### config.mk
export PLATFORM = sky130hd
export DESIGN_NAME = ps2_led_cmd_ctrl
export DESIGN_NICKNAME = d
export VERILOG_FILES = /design/src/rtl/ps2_led_cmd_ctrl.sv
export SDC_FILE = /design/constraint.sdc
export NUM_CORES = 1
export LEC_CHECK = 0
export BUFFER_PORTS_ARGS = -buffer_cell sky130_fd_sc_hd__buf_2
export CELL_PAD_IN_SITES_DETAIL_PLACEMENT = 0
export CELL_PAD_IN_SITES_GLOBAL_PLACEMENT = 1
export CORE_MARGIN = 2
export CORE_UTILIZATION = 45
export DETAILED_ROUTE_END_ITERATION = 8
export PLACE_DENSITY_LB_ADDON = 0.1
export REMOVE_ABC_BUFFERS = 1
export SLEW_MARGIN = 25
export SYNTH_ARGS = -nofsm -noshare
export SYNTH_HDL_FRONTEND = slang
export SYNTH_SLANG_ARGS = --single-unit
### constraint.sdc
create_clock -name clk -period 4.05 [get_ports clk]
set_input_delay 0 -clock clk [delete_from_list [all_inputs] [get_ports clk]]
set_output_delay 0 -clock clk [all_outputs]
set_load 0.005 [all_outputs]
### src/rtl/ps2_led_cmd_ctrl.sv
//----------------------------------------------------------------------------
// ps2_led_cmd_ctrl
//
// Updates the keyboard LEDs. It sends the PS/2 Set-LEDs command (0xED) and
// then the LED argument byte through the PS/2 transmitter. After each byte it
// waits for the keyboard's ACK (0xFA). RESEND (0xFE) or a timeout resends
// the same byte until the shared retry budget runs out.
//
// The receive stream is shared with the scan-code FSM. ACK and RESEND bytes
// are consumed only while an ACK is awaited. Every other byte is passed
// through unchanged.
//
// Handshakes:
//   led_req/led_mask : led_req is a one-cycle request. The request is always
//                      taken. In IDLE it starts a sequence. While busy it
//                      overwrites the single pending slot (last request wins).
//   tx_start/tx_data : tx_start is issued only in a cycle where tx_idle=1.
//                      tx_data is registered and holds until the next
//                      tx_start. tx_done ends the byte.
//   rx_done_tick     : a one-cycle byte-valid strobe with no back-pressure.
//                      fwd_tick is the same strobe gated combinationally by
//                      "consumed".
//
// Ports:
//   clk, reset          clock, asynchronous active-high reset
//   led_req, led_mask   LED update request, mask = {caps, num, scroll}
//   tx_idle, tx_done    transmitter ready / byte finished pulse
//   tx_start, tx_data   transmitter load pulse and byte
//   rx_done_tick,
//   rx_data             received byte strobe and data
//   fwd_tick, fwd_data  unconsumed receive bytes toward the scan-code FSM
//   busy                high whenever the FSM is not in IDLE
//   cmd_done, cmd_err   one-cycle completion / abort pulses
//   state_dbg           current FSM state (debug)
//----------------------------------------------------------------------------
module ps2_led_cmd_ctrl #(
    parameter int TIMEOUT_CYCLES = 2500000,
    parameter int TW             = 22,
    parameter int MAX_RETRY      = 3
) (
    input  logic       clk,
    input  logic       reset,
    input  logic       led_req,
    input  logic [2:0] led_mask,
    input  logic       tx_idle,
    input  logic       tx_done,
    output logic       tx_start,
    output logic [7:0] tx_data,
    input  logic       rx_done_tick,
    input  logic [7:0] rx_data,
    output logic       fwd_tick,
    output logic [7:0] fwd_data,
    output logic       busy,
    output logic       cmd_done,
    output logic       cmd_err,
    output logic [2:0] state_dbg
);

    localparam logic [7:0]    CMD_SET_LEDS = 8'hED;
    localparam logic [7:0]    RSP_ACK      = 8'hFA;
    localparam logic [7:0]    RSP_RESEND   = 8'hFE;
    localparam logic [TW-1:0] TIMER_LAST   = TW'(TIMEOUT_CYCLES - 1);

    typedef enum logic [2:0] {
        IDLE,
        SEND_ED,
        WAIT_ED_TX,
        WAIT_ED_ACK,
        SEND_LED,
        WAIT_LED_TX,
        WAIT_LED_ACK
    } state_t;

    state_t        state, state_next;
    logic [1:0]    retry, retry_next;
    logic [TW-1:0] timer;
    logic          pending;
    logic [2:0]    pend_mask;
    logic [2:0]    mask, mask_next;
    logic          tx_start_next;
    logic [7:0]    tx_data_next;

    logic          in_ack_wait;
    logic          in_wait;
    logic          timeout;
    logic          rx_ack;
    logic          rx_resend;
    logic          consumed;
    logic          can_retry;
    logic          do_retry;

    assign in_ack_wait = (state == WAIT_ED_ACK) || (state == WAIT_LED_ACK);
    assign in_wait     = in_ack_wait || (state == WAIT_ED_TX) || (state == WAIT_LED_TX);
    assign timeout     = in_wait && (timer == TIMER_LAST);
    assign rx_ack      = rx_done_tick && (rx_data == RSP_ACK);
    assign rx_resend   = rx_done_tick && (rx_data == RSP_RESEND);
    assign can_retry   = int'(retry) < MAX_RETRY;

    // ACK/RESEND belong to this block only while it waits for one.
    // Outside the ACK waits they may be real traffic for the scan-code FSM.
    assign consumed  = in_ack_wait && (rx_ack || rx_resend);
    assign fwd_tick  = rx_done_tick && !consumed;
    assign fwd_data  = rx_data;

    assign busy      = (state != IDLE);
    assign state_dbg = state;

    // Next-state, retry handling and the completion pulses. cmd_done and
    // cmd_err are issued in the cycle the FSM leaves for IDLE. A pending
    // request is therefore picked up in the cycle right after the pulse.
    always_comb begin
        state_next    = state;
        retry_next    = retry;
        mask_next     = mask;
        tx_start_next = 1'b0;
        tx_data_next  = tx_data;
        cmd_done      = 1'b0;
        cmd_err       = 1'b0;
        do_retry      = 1'b0;

        case (state)
            IDLE: begin
                if (led_req || pending) begin
                    mask_next  = led_req ? led_mask : pend_mask;
                    retry_next = 2'd0;
                    state_next = SEND_ED;
                end
            end
            SEND_ED: begin
                if (tx_idle) begin
                    tx_start_next = 1'b1;
                    tx_data_next  = CMD_SET_LEDS;
                    state_next    = WAIT_ED_TX;
                end
            end
            WAIT_ED_TX: begin
                if (tx_done)      state_next = WAIT_ED_ACK;
                else if (timeout) do_retry   = 1'b1;
            end
            WAIT_ED_ACK: begin
                // An ACK beats a timeout that expires in the same cycle.
                if (rx_ack)                      state_next = SEND_LED;
                else if (rx_resend || timeout)   do_retry   = 1'b1;
            end
            SEND_LED: begin
                if (tx_idle) begin
                    tx_start_next = 1'b1;
                    tx_data_next  = {5'b0, mask};
                    state_next    = WAIT_LED_TX;
                end
            end
            WAIT_LED_TX: begin
                if (tx_done)      state_next = WAIT_LED_ACK;
                else if (timeout) do_retry   = 1'b1;
            end
            WAIT_LED_ACK: begin
                if (rx_ack) begin
                    cmd_done   = 1'b1;
                    state_next = IDLE;
                end else if (rx_resend || timeout) begin
                    do_retry = 1'b1;
                end
            end
            default: state_next = IDLE;
        endcase

        // One retry budget covers both bytes. A failure resends only the
        // byte that failed.
        if (do_retry) begin
            if (can_retry) begin
                retry_next = retry + 2'd1;
                state_next = ((state == WAIT_ED_TX) || (state == WAIT_ED_ACK))
                             ? SEND_ED : SEND_LED;
            end else begin
                cmd_err    = 1'b1;
                state_next = IDLE;
            end
        end
    end

    always_ff @(posedge clk or posedge reset) begin
        if (reset) begin
            state    <= IDLE;
            retry    <= 2'd0;
            mask     <= 3'd0;
            tx_start <= 1'b0;
            tx_data  <= 8'd0;
        end else begin
            state    <= state_next;
            retry    <= retry_next;
            mask     <= mask_next;
            tx_start <= tx_start_next;
            tx_data  <= tx_data_next;
        end
    end

    // The timer is zero on the first cycle of every wait state. It only
    // counts while the FSM stays in the same wait state.
    always_ff @(posedge clk or posedge reset) begin
        if (reset) begin
            timer <= '0;
        end else if (!in_wait || (state_next != state)) begin
            timer <= '0;
        end else begin
            timer <= timer + 1'b1;
        end
    end

    // Single-entry pending slot for requests that arrive while busy.
    always_ff @(posedge clk or posedge reset) begin
        if (reset) begin
            pending   <= 1'b0;
            pend_mask <= 3'd0;
        end else if (led_req && (state != IDLE)) begin
            pending   <= 1'b1;
            pend_mask <= led_mask;
        end else if ((state == IDLE) && (state_next == SEND_ED)) begin
            pending   <= 1'b0;
        end
    end

endmodule

==> metrics list, run 1 <==
- Final #Nets: 294
- The count of final max-slew check failures came to 0.
* Utilization after layout: 0.523
- Detailed placement finished with a half-perimeter wire length of 3.45 mm.
- Entering global routing, the biggest net connects 40 pins.
- Total cell area at the placement stage: 2500 um^2
- The first global-routing pass estimated ~8.6 mm of wire.
* Setup crit start: state_dbg[1]$_DFF_PP0_
* Met2 routing resource usage after global routing: 0.308
- Timing would allow up to 0.380 GHz.
* Share of final-layout standard cells stronger than drive strength 1: 0.225
- The finished cells cover between 2000 and 3000 um^2.
* Number of cell rows: 26
- The number of buffers and inverters on the critical path is 0.
* Synthesized flop and latch total: 39
* Global Route met1 Usage: 0.235
- Global-route total usage across every layer: 0.182
* Biggest fanout along the worst timing path: 22
* Yosys warning total: 0
- The worst setup path is launched from a flop.
- In this run, synthesis inferred 0 flip-flops with an integrated enable.
- Actual transition at the worst max-transition pin: ~0.74 ns
- Clock tree root driver cell: clkbuf_8
- The worst hold path begins at led_req.
- After clock tree synthesis, the clock-pin slew on the worst setup and hold paths is roughly 0.090 ns.
* Residual DRC count: 0
- Worst slew margin relative to its limit: 0.508
- The number of global-route vias before repair is 1774.
* Reg2Reg Launch Point: state_dbg[1]$_DFF_PP0_
- Gpl congestion: 0.723
- TritonCTS built the clock tree.
- Among all flip-flop cells after synthesis, the most frequent one is dfrtp_1.
- Starting utilization of the core area: 0.465
* Final WL: ~4.9 mm
- For this run, the slowest stage of the critical path takes between 0.6 and 0.7 ns.
- Worst hold path type: in -> reg
* Tcrit/Tclk final: 0.650
* Port-buffer cells: 39
* Worst Hold Depth: 2
* Power per cell area: 528 nW/um^2
- Latest clock arrival within the worst-skew pair: between 0.2 and 0.3 ns
- FFs w/ async S/R, synth: 1.00
- In this design, the critical path's most frequently occurring cell is a21o_1.
- Result of the run: complete, no violations
* Overall die height: 76.4 um
- Area Growth Syn to Fin: 12.4%
* Horizontal extent of the die: around 76 um
- The worst setup path is of the reg -> reg kind.
- Part of the Yosys area used for sequential elements: 0.414
- Mapped Avg Cell Area: 9.59 um^2
- Max-cap violations in this run came to 0.
- Path depth of the worst reg2reg path: 6
* Setup repair after global routing missed its margin: no
- Hold timing on the final database bottoms out at a slack of 0.0413 ns.
- Non-Filler Instances: roughly 350
* Met3 routing resource usage after global routing: 0.0379
- Using the TritonRoute via totals, the vias-per-cell ratio works out to about 5.3.
- Crit path required time: between 4 and 5 ns
- Adding up every negative setup slack in the final design gives 0 ns.
- The region available for standard cell placement spans ~5100 um^2.
- Broken down by cell family, the worst path's largest delay share belongs to compound AO/OA/AOI/OAI gates.
- Kind of end point of the critical path: flop
* Remaining antenna violation count: 0
- Top-level I/O count: slightly above 40
* Setup violation total in the final timing report: 0
- Number of DRC violations after detailed-routing iteration 0: 56
* Setup repair bufs after CTS: 0
- Worst IR drop on VDD: approximately 200 uV
* Cell chain of the critical path: or3b_1 -> a21o_1 -> and2_1 -> o32ai_2 -> a21o_1 -> nor3_1
- Die area: approximately 6000 um^2
- Layout Skew: around 0.0065 ns
- CTS built an H-tree with a depth of 2.
- The routed layout has approximately 1800 vias.
* Hold Violations, Final: 0
- Fill cell count: 478
- Total grt overflow: 0
* Gate count of the mapped netlist: approximately 250
- Number of buffers between clock root and the deepest sink: 2
* Pleak: approximately 0.0011 uW
* Shortest period the worst path allows: about 2.6 ns
- Pre-Repair DR Iteration Count: 4
- The initial antenna violation count is 0.
* Cell Count Post-Placement: 334
- The slowest stage of the critical path is the a21o_1 cell.
- Summing every instance area after synthesis gives about 2400 um^2.
* Highest-utilization routing layer at the global route stage: met2
* Diode count: 0
- Hold Buf Count CTS: 4
- Number of gates on the worst path with buffers counted: 6
- Sinks on Clock Net: 39
* Routed wire length per instance: around 14 um
- Post-CTS resize count: 0
* Cts bufs inserted: 5
* Number of distinct library cells after synthesis: between 50 and 60
* CP arrival: approximately 2.8 ns
-- through the flow --
step | total power (uW) | setup WS [ns]
6_report | 1400 | 1.42
5_1_grt | 1510 | 1.19
4_1_cts | 1430 | 1.39
3_5_place_dp | 1080 | 1.42
3_3_place_gp | 1080 | 1.46
2_1_floorplan | 900 | 1.78
-- layer usage --
metal | wire, um | up-vias
li1 | - | 932
met1 | 2220 | 880
met2 | 2460 | 29
met3 | 163 | 6
met4 | 54 | 0
met5 | 0 | -
-- worst register-to-register path, stage by stage (launching register included) --
cell,delay [ns]
dfrtp_1,0.62
or3b_1,0.39
a21o_1,0.22
and2_1,0.18
o32ai_2,0.28
a21o_1,0.64
nor3_1,0.15
-- flip-flops by register name, indices dropped and copies added, names as in the netlist --
name,flops
state_dbg,3
pending,1
mask,3
retry,2
tx_data,4
tx_start,1
timer,22
pend_mask,3
-- final timing paths --
check,to,slack [ns]
max,timer[17]$_DFF_PP0_,1.42
min,pending$_DFFE_PP0P_,0.04
max reg2reg,timer[17]$_DFF_PP0_,1.42
min reg2reg,timer[0]$_DFF_PP0_,0.46
max in group asynchronous,timer[10]$_DFF_PP0_,3.32
min in group asynchronous,pend_mask[2]$_DFFE_PP0P_,0.36
-- synthesized netlist by cell type, drive strengths merged (2+ instances only) --
cell     n  share of area
a21o     2         0.0064
a21oi   10          0.021
and2     6          0.016
and3     2         0.0053
and4     4          0.015
buf     17          0.056
clkbuf   5         0.0080
dfrtp   39           0.41
ha       2          0.011
inv      6         0.0095
mux2     6          0.029
mux2i    6          0.025
nand2   17          0.027
nand2b   3         0.0080
nand3    8          0.017
nand4    9          0.027
nor2    16          0.025
nor2b    3         0.0080
nor3    27          0.057
nor4b    3          0.011
o21ai    6          0.014
o22ai    3         0.0080
o311ai   2          0.011
o32ai    2          0.011
or3      2         0.0053
or3b     2         0.0074
or4      3          0.011
xnor2    8          0.030
xor2    14          0.052
-- placed cells by master, fill, tap and decap left out, drive strengths merged, types with 5 or more instances in the layout --
master  netlist  layout
inv           6       6
xnor2         8       8
buf          17      40
o21ai         6       6
mux2          6       6
nand2        17      17
mux2i         6       6
xor2         14      14
a21oi        10      10
nor3         27      27
nand4         9       9
and2          6       6
clkbuf        5       5
nand3         8       8
dfrtp        39      39
nor2         16      16
-- area by class of cell --
cell class,count,area [um^2],share of cell area
Clock buffer,5,68.8,0.0259
Multi-Input combinational cell,179,1210,0.457
Clock inverter,3,43.8,0.0165
Timing Repair Buffer,44,243,0.0915
Tap cell,70,87.6,0.0330
Sequential cell,39,976,0.368
Inverter,6,22.5,0.00849
-- report_power, final --
part           internal (uW)  leakage, uW  switching [uW]
clock                    184    0.0000581             150
combinational            205     0.000558             307
sequential               462     0.000510            93.0
total                    851      0.00113             549
-- cells by family (layout without fill, tap and decap cells) --
group                    Yosys count  in the layout  share of synthesized area
AND/OR/NAND/NOR                  109            109                      0.253
XOR/XNOR                          22             22                     0.0817
adder cells (fa/ha/maj)            2              2                     0.0106
AO/OA/AOI/OAI                     33             33                      0.112
buffers and inverters             28             58                     0.0732
other                              1              1                    0.00159
flip-flops                        39             39                      0.414
multiplexers                      12             12                     0.0541
Power figures use the tool's default switching activity.
==> run 2: changes to the inputs <==
--- a/config.mk
+++ b/config.mk
@@ -5,11 +5,12 @@
 export SDC_FILE = /design/constraint.sdc
 export NUM_CORES = 1
 export LEC_CHECK = 0
+export ABC_AREA = 1
 export BUFFER_PORTS_ARGS = -buffer_cell sky130_fd_sc_hd__buf_2
 export CELL_PAD_IN_SITES_DETAIL_PLACEMENT = 0
 export CELL_PAD_IN_SITES_GLOBAL_PLACEMENT = 1
 export CORE_MARGIN = 2
-export CORE_UTILIZATION = 45
+export CORE_UTILIZATION = 37
 export DETAILED_ROUTE_END_ITERATION = 8
 export PLACE_DENSITY_LB_ADDON = 0.1
 export REMOVE_ABC_BUFFERS = 1
==> constraint.sdc (replaced) <==
create_clock -name clk -period 2.2 [get_ports clk]
set_input_delay 0 -clock clk [delete_from_list [all_inputs] [get_ports clk]]
set_output_delay 0 -clock clk [all_outputs]
set_load 0.005 [all_outputs]
==> run 2 against run 1 <==
Against the previous run:
- the flow now finishes with violations (hold timing)
- power is 73% higher
- worst hold slack lost 0.046 ns
- combinational power rose by 56%
- setup slack got worse by 1.2 ns
- largest power group unchanged
- flip-flop and latch count stayed put
- sequential power rose by 63%
- register-to-register slack worse by 1.2 ns
- maximum frequency rose by 33%
==> metrics list, run 2 <==
* Clock tree from TritonCTS: done (unchanged)
- Footprint of the multi-input gates: 1140 um^2 (was 1210 um^2)
* Pre-Repair DR Iteration Count: 4 (unchanged)
- Count of maximum capacitance violations: 0 (unchanged)
- Vias: 1878 (was 1847)
- The share of async-settable or async-resettable flops after synthesis is 1.00 (unchanged).
- Worst Setup Path Type: reg -> reg (unchanged)
- The final-report hold violation count is 1 (was 0).
- Result of the run: finished, violations left (was complete, no violations)
- Largest area contributor in the synthesized netlist: dfrtp_1 (unchanged)
* Total grt overflow: 0 (unchanged)
- The first-pass GRT wire length is 8.39 mm (was 8.60 mm).
- The top register by number of flip-flops is timer (unchanged).
- Critical Path Start Type: flop (unchanged)
- Shortest period the worst path allows: 1.98 ns (was 2.63 ns)
* Pleak: 0.00127 uW (was 0.00113 uW)
- The count of inserted antenna diode cells came to 0 (unchanged).
* Setup repair bufs after CTS: 0 (unchanged)
- Total number of H-tree levels: 2 (unchanged)
- The count of buffers from port buffering is 39 (unchanged).
- Starting utilization of the core area: 0.379 (was 0.465)
- CP arrival: 2.16 ns (was 2.77 ns)
- Die area: 7130 um^2 (was 5840 um^2)
* Most common cell after layout, fill and taps aside: nand2_1
- The width of the die is 84.4 um (was 76.4 um).
- Violations in the final reports: hold timing
* Total Negative Setup Slacks: 0 ns (unchanged)
- Most frequent cell after synthesis: nand2_1 (was dfrtp_1)
- Power per cell area: 882 nW/um^2 (was 528 nW/um^2)
* Number of cell rows: 29 (was 26)
* Hold Buf Count CTS: 4 (unchanged)
- The worst path required time came to 2.38 ns (was 4.19 ns).
- Part of the Yosys area used for sequential elements: 0.408 (was 0.414)
- Final #Nets: 346 (was 294)
* Residual DRC count: 0 (unchanged)
- Number of DRC violations after detailed-routing iteration 0: 67 (was 56)
- Setup repair after global routing missed its margin: no (unchanged)
- The commonest register cell after synthesis is dfrtp_1 (unchanged).
- Core ar.: 6310 um^2 (was 5070 um^2)
* Latest clock arrival within the worst-skew pair: 0.29 ns (about the same)
* Antenna violations before repair: 0 (unchanged)
- The detailed-placement wirelength estimate is 3.55 mm (was 3.45 mm).
- The count of final max-slew check failures was 0 (unchanged).
* Number of distinct library cells after synthesis: 35 (was 51)
- The clock root buffer was clkbuf_8 (unchanged).
- The number of flops mapped to enable cells by yosys was 0 (unchanged).
- The area of all sequential standard cells came to 976 um^2 (unchanged).
- Cts bufs inserted: 5 (unchanged)
- Largest registers: timer (22), tx_data (4) (unchanged).
- Most area-consuming cells after synthesis: dfrtp_1, nand2_1, nor2_1 (was dfrtp_1, nor3_1, xor2_1)
- Synthesized flop and latch total: 39 (unchanged)
- Drt via density: 4.64 (was 5.34)
* Clock slew seen by the registers of the worst setup and hold paths: 0.08 ns (was 0.09 ns)
* Remaining antenna violation count: 0 (unchanged)
- Number of flip-flops in the largest register: 22 (unchanged)
- Highest-count cells in the layout ignoring fill and taps: nand2_1, buf_2, dfrtp_1 (was buf_2, dfrtp_1, nor3_1)
* Post-Synthesis Cell Area: 2390 um^2 (was 2360 um^2)
* Routed wire length per instance: 11.8 um (was 14.1 um)
* Worst slack on hold paths: -0.00454 ns (was 0.0413 ns)
- The type of element capturing the critical path is a flop (unchanged).
* Setup violation total in the final timing report: 0 (unchanged)
* Yosys top cell area share: 0.408 (was 0.414)
- The warning count from the yosys run is 0 (unchanged).
- The total wire length is 4.78 mm (was 4.89 mm).
* Commonest cells post-synth: nand2_1, dfrtp_1, nor2_1 (was dfrtp_1, nor3_1, nand2_1)
* Number of global-route vias before repair: 1872 (was 1774)
- Achievable frequency: 0.505 GHz (was 0.380 GHz)
- The fraction of final layout cells sized beyond drive strength 1 is 0.296 (was 0.225).
- Area Growth Syn to Fin: 14.9% (was 12.4%)
* Post-CTS resize count: 0 (unchanged)
- Tcrit/Tclk final: 0.900 (was 0.650)
* Gate count of the mapped netlist: 292 (was 246)
- The final clock skew is 0.00354 ns (was 0.00648 ns).
- The path type of the worst min-delay path is in -> reg (unchanged).
- Utilization after layout: 0.436 (was 0.523)
- Number of buffers between clock root and the deepest sink: 2 (unchanged)
* Top-level I/O count: 41 (unchanged)
* Largest net degree at the start of global routing: 40 (unchanged)
* Gpl congestion: 0.735 (was 0.723)
- Fill cell count: 657 (was 478)
* Mapped Avg Cell Area: 8.20 um^2 (was 9.59 um^2)
- Worst IR drop on VDD: 443 uV (was 200 uV)
* Global-route total usage across every layer: 0.145 (was 0.182)
- The height of the die was 84.4 um (was 76.4 um).
- The clock sink total came to 39 (unchanged).
- Biggest fanout along the worst timing path: 22 (unchanged)
run 2: cell count changes in the layout (fill, tap and decap cells not counted), sizes merged, moves of 8 or more:
| cell | before | now |
|---|---|---|
| a21oi | 10 | 2 |
| inv | 6 | 36 |
| nand2 | 17 | 56 |
| nand3 | 8 | 27 |
| nor2 | 16 | 58 |
| nor3 | 27 | 7 |
run 2: report_power, final:
part / switching [uW] / total (uW) / internal [uW]
Combinational: 517 / 801 / 284
Clock: 270 / 723 / 452
Sequential: 95.2 / 903 / 808
Total: 882 / 2430 / 1540
run 2: final cells by class:
type / count / area share
multi-input cells: 200 / 0.414
clock buffers: 5 / 0.0250
clock inverters: 3 / 0.0246
inverters: 36 / 0.0510
flip-flops and latches: 39 / 0.355
well taps: 77 / 0.0350
repair buffers: 45 / 0.0955
run 2: per-layer routing:
metal	track usage	vias up	wire, um
li1	-	986	-
met1	0.176	864	2210
met4	0.0346	0	40
met5	0	-	0
met3	0.0295	5	136
met2	0.263	23	2390
run 2: kinds of logic after synthesis:
| family | Yosys count | share of synthesized area |
|---|---|---|
| simple gates | 161 | 0.349 |
| buf+inv | 53 | 0.117 |
| flops | 39 | 0.408 |
| xor+xnor | 18 | 0.0659 |
| compound gates | 16 | 0.0397 |
| fa+ha+maj | 2 | 0.0105 |
| mux | 2 | 0.00941 |
| other cells | 1 | 0.00157 |
run 2: critical path, stage by stage, from the launching register on:
cell	delay (ns)
dfrtp_1	0.62
nand3_1	0.22
nand2_2	0.15
nand4_2	0.10
nand2_2	0.13
nand2_4	0.07
nand3_2	0.07
nand2_2	0.06
nand2_1	0.05
nand2_1	0.06
nand2_2	0.07
buf_12	0.19
nor2_1	0.06
run 2: per-stage QoR:
| stage | cells | instance area [um^2] | hold WS, ns | power (uW) | worst slack, ns |
|---|---|---|---|---|---|
| finish | 405 | 2750 | -0.00454 | 2430 | 0.221 |
| global placement | 393 | 2570 | 0.148 | 1720 | 0.224 |
| detailed placement | 393 | 2570 | 0.159 | 1730 | 0.225 |
| floorplan | 275 | 2250 | 0 | 1460 | 0.241 |
| CTS | 405 | 2750 | 0.00244 | 2470 | 0.197 |
| global route | 405 | 2750 | 0.0185 | 2590 | 0.0638 |
run 2: worst paths after layout:
check	from	to	slack (ns)	cells past startpoint
setup / recovery	state_dbg[1]$_DFF_PP0_	timer[0]$_DFF_PP0_	0.22	12
hold / removal	tx_idle	tx_data[1]$_DFFE_PP0P_	-0.005	3
setup reg to reg	state_dbg[1]$_DFF_PP0_	timer[0]$_DFF_PP0_	0.22	12
hold reg to reg	timer[0]$_DFF_PP0_	timer[0]$_DFF_PP0_	0.46	1
max in group asynchronous	reset	timer[11]$_DFF_PP0_	1.49	4
min in group asynchronous	reset	mask[2]$_DFFE_PP0P_	0.37	4
==> run 3: changes to the inputs <==
--- a/config.mk
+++ b/config.mk
@@ -12,8 +12,10 @@
 export CORE_MARGIN = 2
 export CORE_UTILIZATION = 37
 export DETAILED_ROUTE_END_ITERATION = 8
-export PLACE_DENSITY_LB_ADDON = 0.1
+export PLACE_DENSITY_LB_ADDON = 0.08
+export RECOVER_POWER = 100
 export REMOVE_ABC_BUFFERS = 1
+export SKIP_LAST_GASP = 1
 export SLEW_MARGIN = 25
 export SYNTH_ARGS = -nofsm -noshare
 export SYNTH_HDL_FRONTEND = slang
==> run 3 against run 2 <==
Against the previous run:
- the run now ends clean
- worst hold slack better by 0.017 ns
- cell count stayed put
- largest power group unchanged
- critical path type unchanged
- global-route usage is 0.18 points lower
- power is 13% lower
- register-to-register slack got worse by 0.02 ns
- highest routed layer unchanged
- sequential power shrank 0.4%
- sequential share of layout area is 1.4 points higher
==> metrics list, run 3 (same netlist as run 2, synthesis figures left out) <==
- The summed area of non-filler cells in the final layout is 2650 um^2 (was 2750 um^2).
- Worst R2R Setup Slack: 0.20 ns (was 0.22 ns)
- The post-route DRC violation count was 0 (unchanged).
- The count of inserted antenna diode cells came to 0 (unchanged).
- The data arrival time at the worst-slack endpoint came to 2.21 ns (was 2.16 ns).
- The total number of nets in the final design was 346 (unchanged).
- The initial antenna violation count was 0 (unchanged).
- The total wire length was 4.78 mm (about the same).
- The width of the die is 84.4 um (unchanged).
* Layout Skew: 0.00792 ns (was 0.00354 ns)
* Overall die height: 84.4 um (unchanged)
- Number of buffers between clock root and the deepest sink: 2 (unchanged)
* Half-perimeter wire length after detailed placement: 3.62 mm (was 3.55 mm)
- The final estimated routing congestion in global placement came to 0.776 (was 0.735).
- Pre-Repair DR Iteration Count: 4 (unchanged)
- Final Max Tran Viols: 0 (unchanged)
- The type of element capturing the critical path was a flop (unchanged).
* Worst hold path type: in -> reg (unchanged)
- The final-report hold violation count was 0 (was 1).
- The peak clock frequency supported by timing came to 0.500 GHz (was 0.505 GHz).
- Post-CTS resize count: 0 (unchanged)
- At the pin with the least slew margin, the transition time is around 0.97 ns.
- Port-buffer cells: 39 (unchanged)
* Share of final-layout standard cells stronger than drive strength 1: 0.226 (was 0.296)
- The number of buffers created by CTS is 5 (unchanged).
- The end point of the worst hold path is tx_data[1]$_DFFE_PP0P_ (unchanged).
* Highest-count cells in the layout ignoring fill and taps: nor2_1, nand2_1, dfrtp_1 (was nand2_1, buf_2, dfrtp_1)
- Setup repair after global routing missed its margin: no (unchanged)
- Setup crit start: state_dbg[0]$_DFF_PP0_ (was state_dbg[1]$_DFF_PP0_)
* Met3 routing resource usage after global routing: 0.0315 (was 0.0295)
- The post-layout instance count excluding filler cells was 405 (unchanged).
- The type of origin of the critical path is a flop (unchanged).
- The aggregate negative setup slack is 0 ns (unchanged).
* Biggest fanout along the worst timing path: 22 (unchanged)
- The count of H-tree levels built during CTS came to 2 (unchanged).
- Global Route met1 Usage: 0.188 (was 0.176)
- The die area came to 7130 um^2 (unchanged).
* Worst slack on hold paths: 0.0125 ns (was -0.00454 ns)
- Highest-utilization routing layer at the global route stage: met2 (unchanged)
* Path depth of the worst reg2reg path: 14 (was 12)
* Worst slew margin relative to its limit: 0.352
- The start-to-end type of the worst setup path is reg -> reg (unchanged).
* Crit path required time: 2.41 ns (was 2.38 ns)
- The total routing usage reported by global routing was 0.143 (was 0.145).
* Tcrit/Tclk final: 0.909 (was 0.900)
- The clock slew at the register clock pins of the worst setup and hold paths came to 0.08 ns (about the same).
- The area of placed instances was 2570 um^2 (unchanged).
* Met2 routing resource usage after global routing: 0.245 (was 0.263)
- Result of the run: complete, no violations (was finished, violations left)
* Latest clock arrival within the worst-skew pair: 0.28 ns (was 0.29 ns)
- The number of placement rows was 29 (unchanged).
- Largest registers: timer (22), tx_data (4) (unchanged).
- Cell Count Post-Placement: 393 (unchanged)
* Number of DRC violations after detailed-routing iteration 0: 62 (was 67)
- Power per cell area: 801 nW/um^2 (was 882 nW/um^2)
* Number of global-route vias before repair: 1855 (was 1872)
- The clock sink total was 39 (unchanged).
* Drt via density: 4.66 (was 4.64)
- The mean routed wirelength per cell is 11.8 um (about the same).
* Worst r2r dst: timer[4]$_DFF_PP0_ (was timer[0]$_DFF_PP0_)
- Number of flip-flops in the largest register: 22 (unchanged)
* Core ar.: 6310 um^2 (unchanged)
- The maximum number of pins on one net before global-route repair is 40 (unchanged).
- Worst Hold Depth: 3 (unchanged)
- The count of max-cap constraint violations was 0 (unchanged).
- The clock period minus worst slack is 2.00 ns (was 1.98 ns).
* Most common cell after layout, fill and taps aside: nor2_1 (was nand2_1)
- Top-level I/O count: 41 (unchanged)
* Setup violation total in the final timing report: 0 (unchanged)
* Pleak: 0.00123 uW (was 0.00127 uW)
* Clock tree from TritonCTS: done (unchanged)
* Reg2Reg Launch Point: state_dbg[0]$_DFF_PP0_ (was state_dbg[1]$_DFF_PP0_)
- Starting utilization of the core area: 0.379 (unchanged)
- The clock root buffer was clkbuf_8 (unchanged).
* Startpoint of the worst hold path: tx_idle (unchanged)
* First-pass GRT wire length: 8.39 mm (unchanged)
- The worst voltage drop across the vdd grid was 553 uV (was 443 uV).
- Vias: 1889 (was 1878)
- Utilization after layout: 0.420 (was 0.436)
- The overall overflow remaining after global route came to 0 (unchanged).
- The top register by number of flip-flops is timer (unchanged).
* Area Growth Syn to Fin: 10.7% (was 14.9%)
- Remaining antenna violation count: 0 (unchanged)
[run 3: worst max-delay path, stage by stage (launching register included)]
cell and delay (ns):
dfrtp_1 0.47, inv_1 0.27, nand2_1 0.14, nor2_4 0.15, nand2_4 0.11, nand2_2 0.08
inv_2 0.04, nand3_2 0.06, nand3_2 0.09, nand2_2 0.07, nand2_1 0.05, nand2_1 0.08
nand2_2 0.06, buf_12 0.16, nor2_1 0.09
[run 3: layout make-up]
cell class | instances | area, um^2
Clock buffer | 6 | 72.6
Timing Repair Buffer | 45 | 250
Sequential cell | 39 | 976
Fill cell | 683 | 3660
Tap cell | 77 | 96.3
Clock inverter | 2 | 12.5
Inverter | 36 | 140
Multi-Input combinational cell | 200 | 1100
[run 3: per-stage QoR]
step	power (uW)	setup WS, ns
2_1_floorplan	1460	0.241
3_3_place_gp	1730	0.224
3_5_place_dp	1730	0.237
4_1_cts	2210	0.209
5_1_grt	2290	0.0330
6_report	2120	0.200
[run 3: report_power, final]
| part | leakage, uW | internal (uW) | total [uW] | switching (uW) |
|---|---|---|---|---|
| Combinational | 0.000675 | 274 | 756 | 482 |
| Sequential | 0.000509 | 808 | 899 | 91.6 |
| Clock | 0.0000412 | 222 | 467 | 245 |
| Total | 0.00123 | 1300 | 2120 | 819 |
[run 3: layer usage]
layer,vias to the layer above,wire length (um)
li1,983,-
met1,880,2300
met2,24,2320
met3,2,146
met4,0,19
met5,-,0
[run 3: how the worst max path moves through the flow]
stage                                      to  slack [ns]  cells after the start
after floorplan            timer[0]$_DFF_PP0_        0.24                     11
after global placement     timer[0]$_DFF_PP0_        0.22                     12
after detailed placement   timer[0]$_DFF_PP0_        0.24                     12
after CTS                  timer[0]$_DFF_PP0_        0.21                     13
after global routing      timer[19]$_DFF_PP0_        0.03                     14
final                      timer[4]$_DFF_PP0_        0.20                     14
[run 3: what timing repair did]
action / in CTS / in global routing
setup buffers: 0 / 0
hold buffers: 4 / 0
endpoints found under the hold margin: 42 / 0
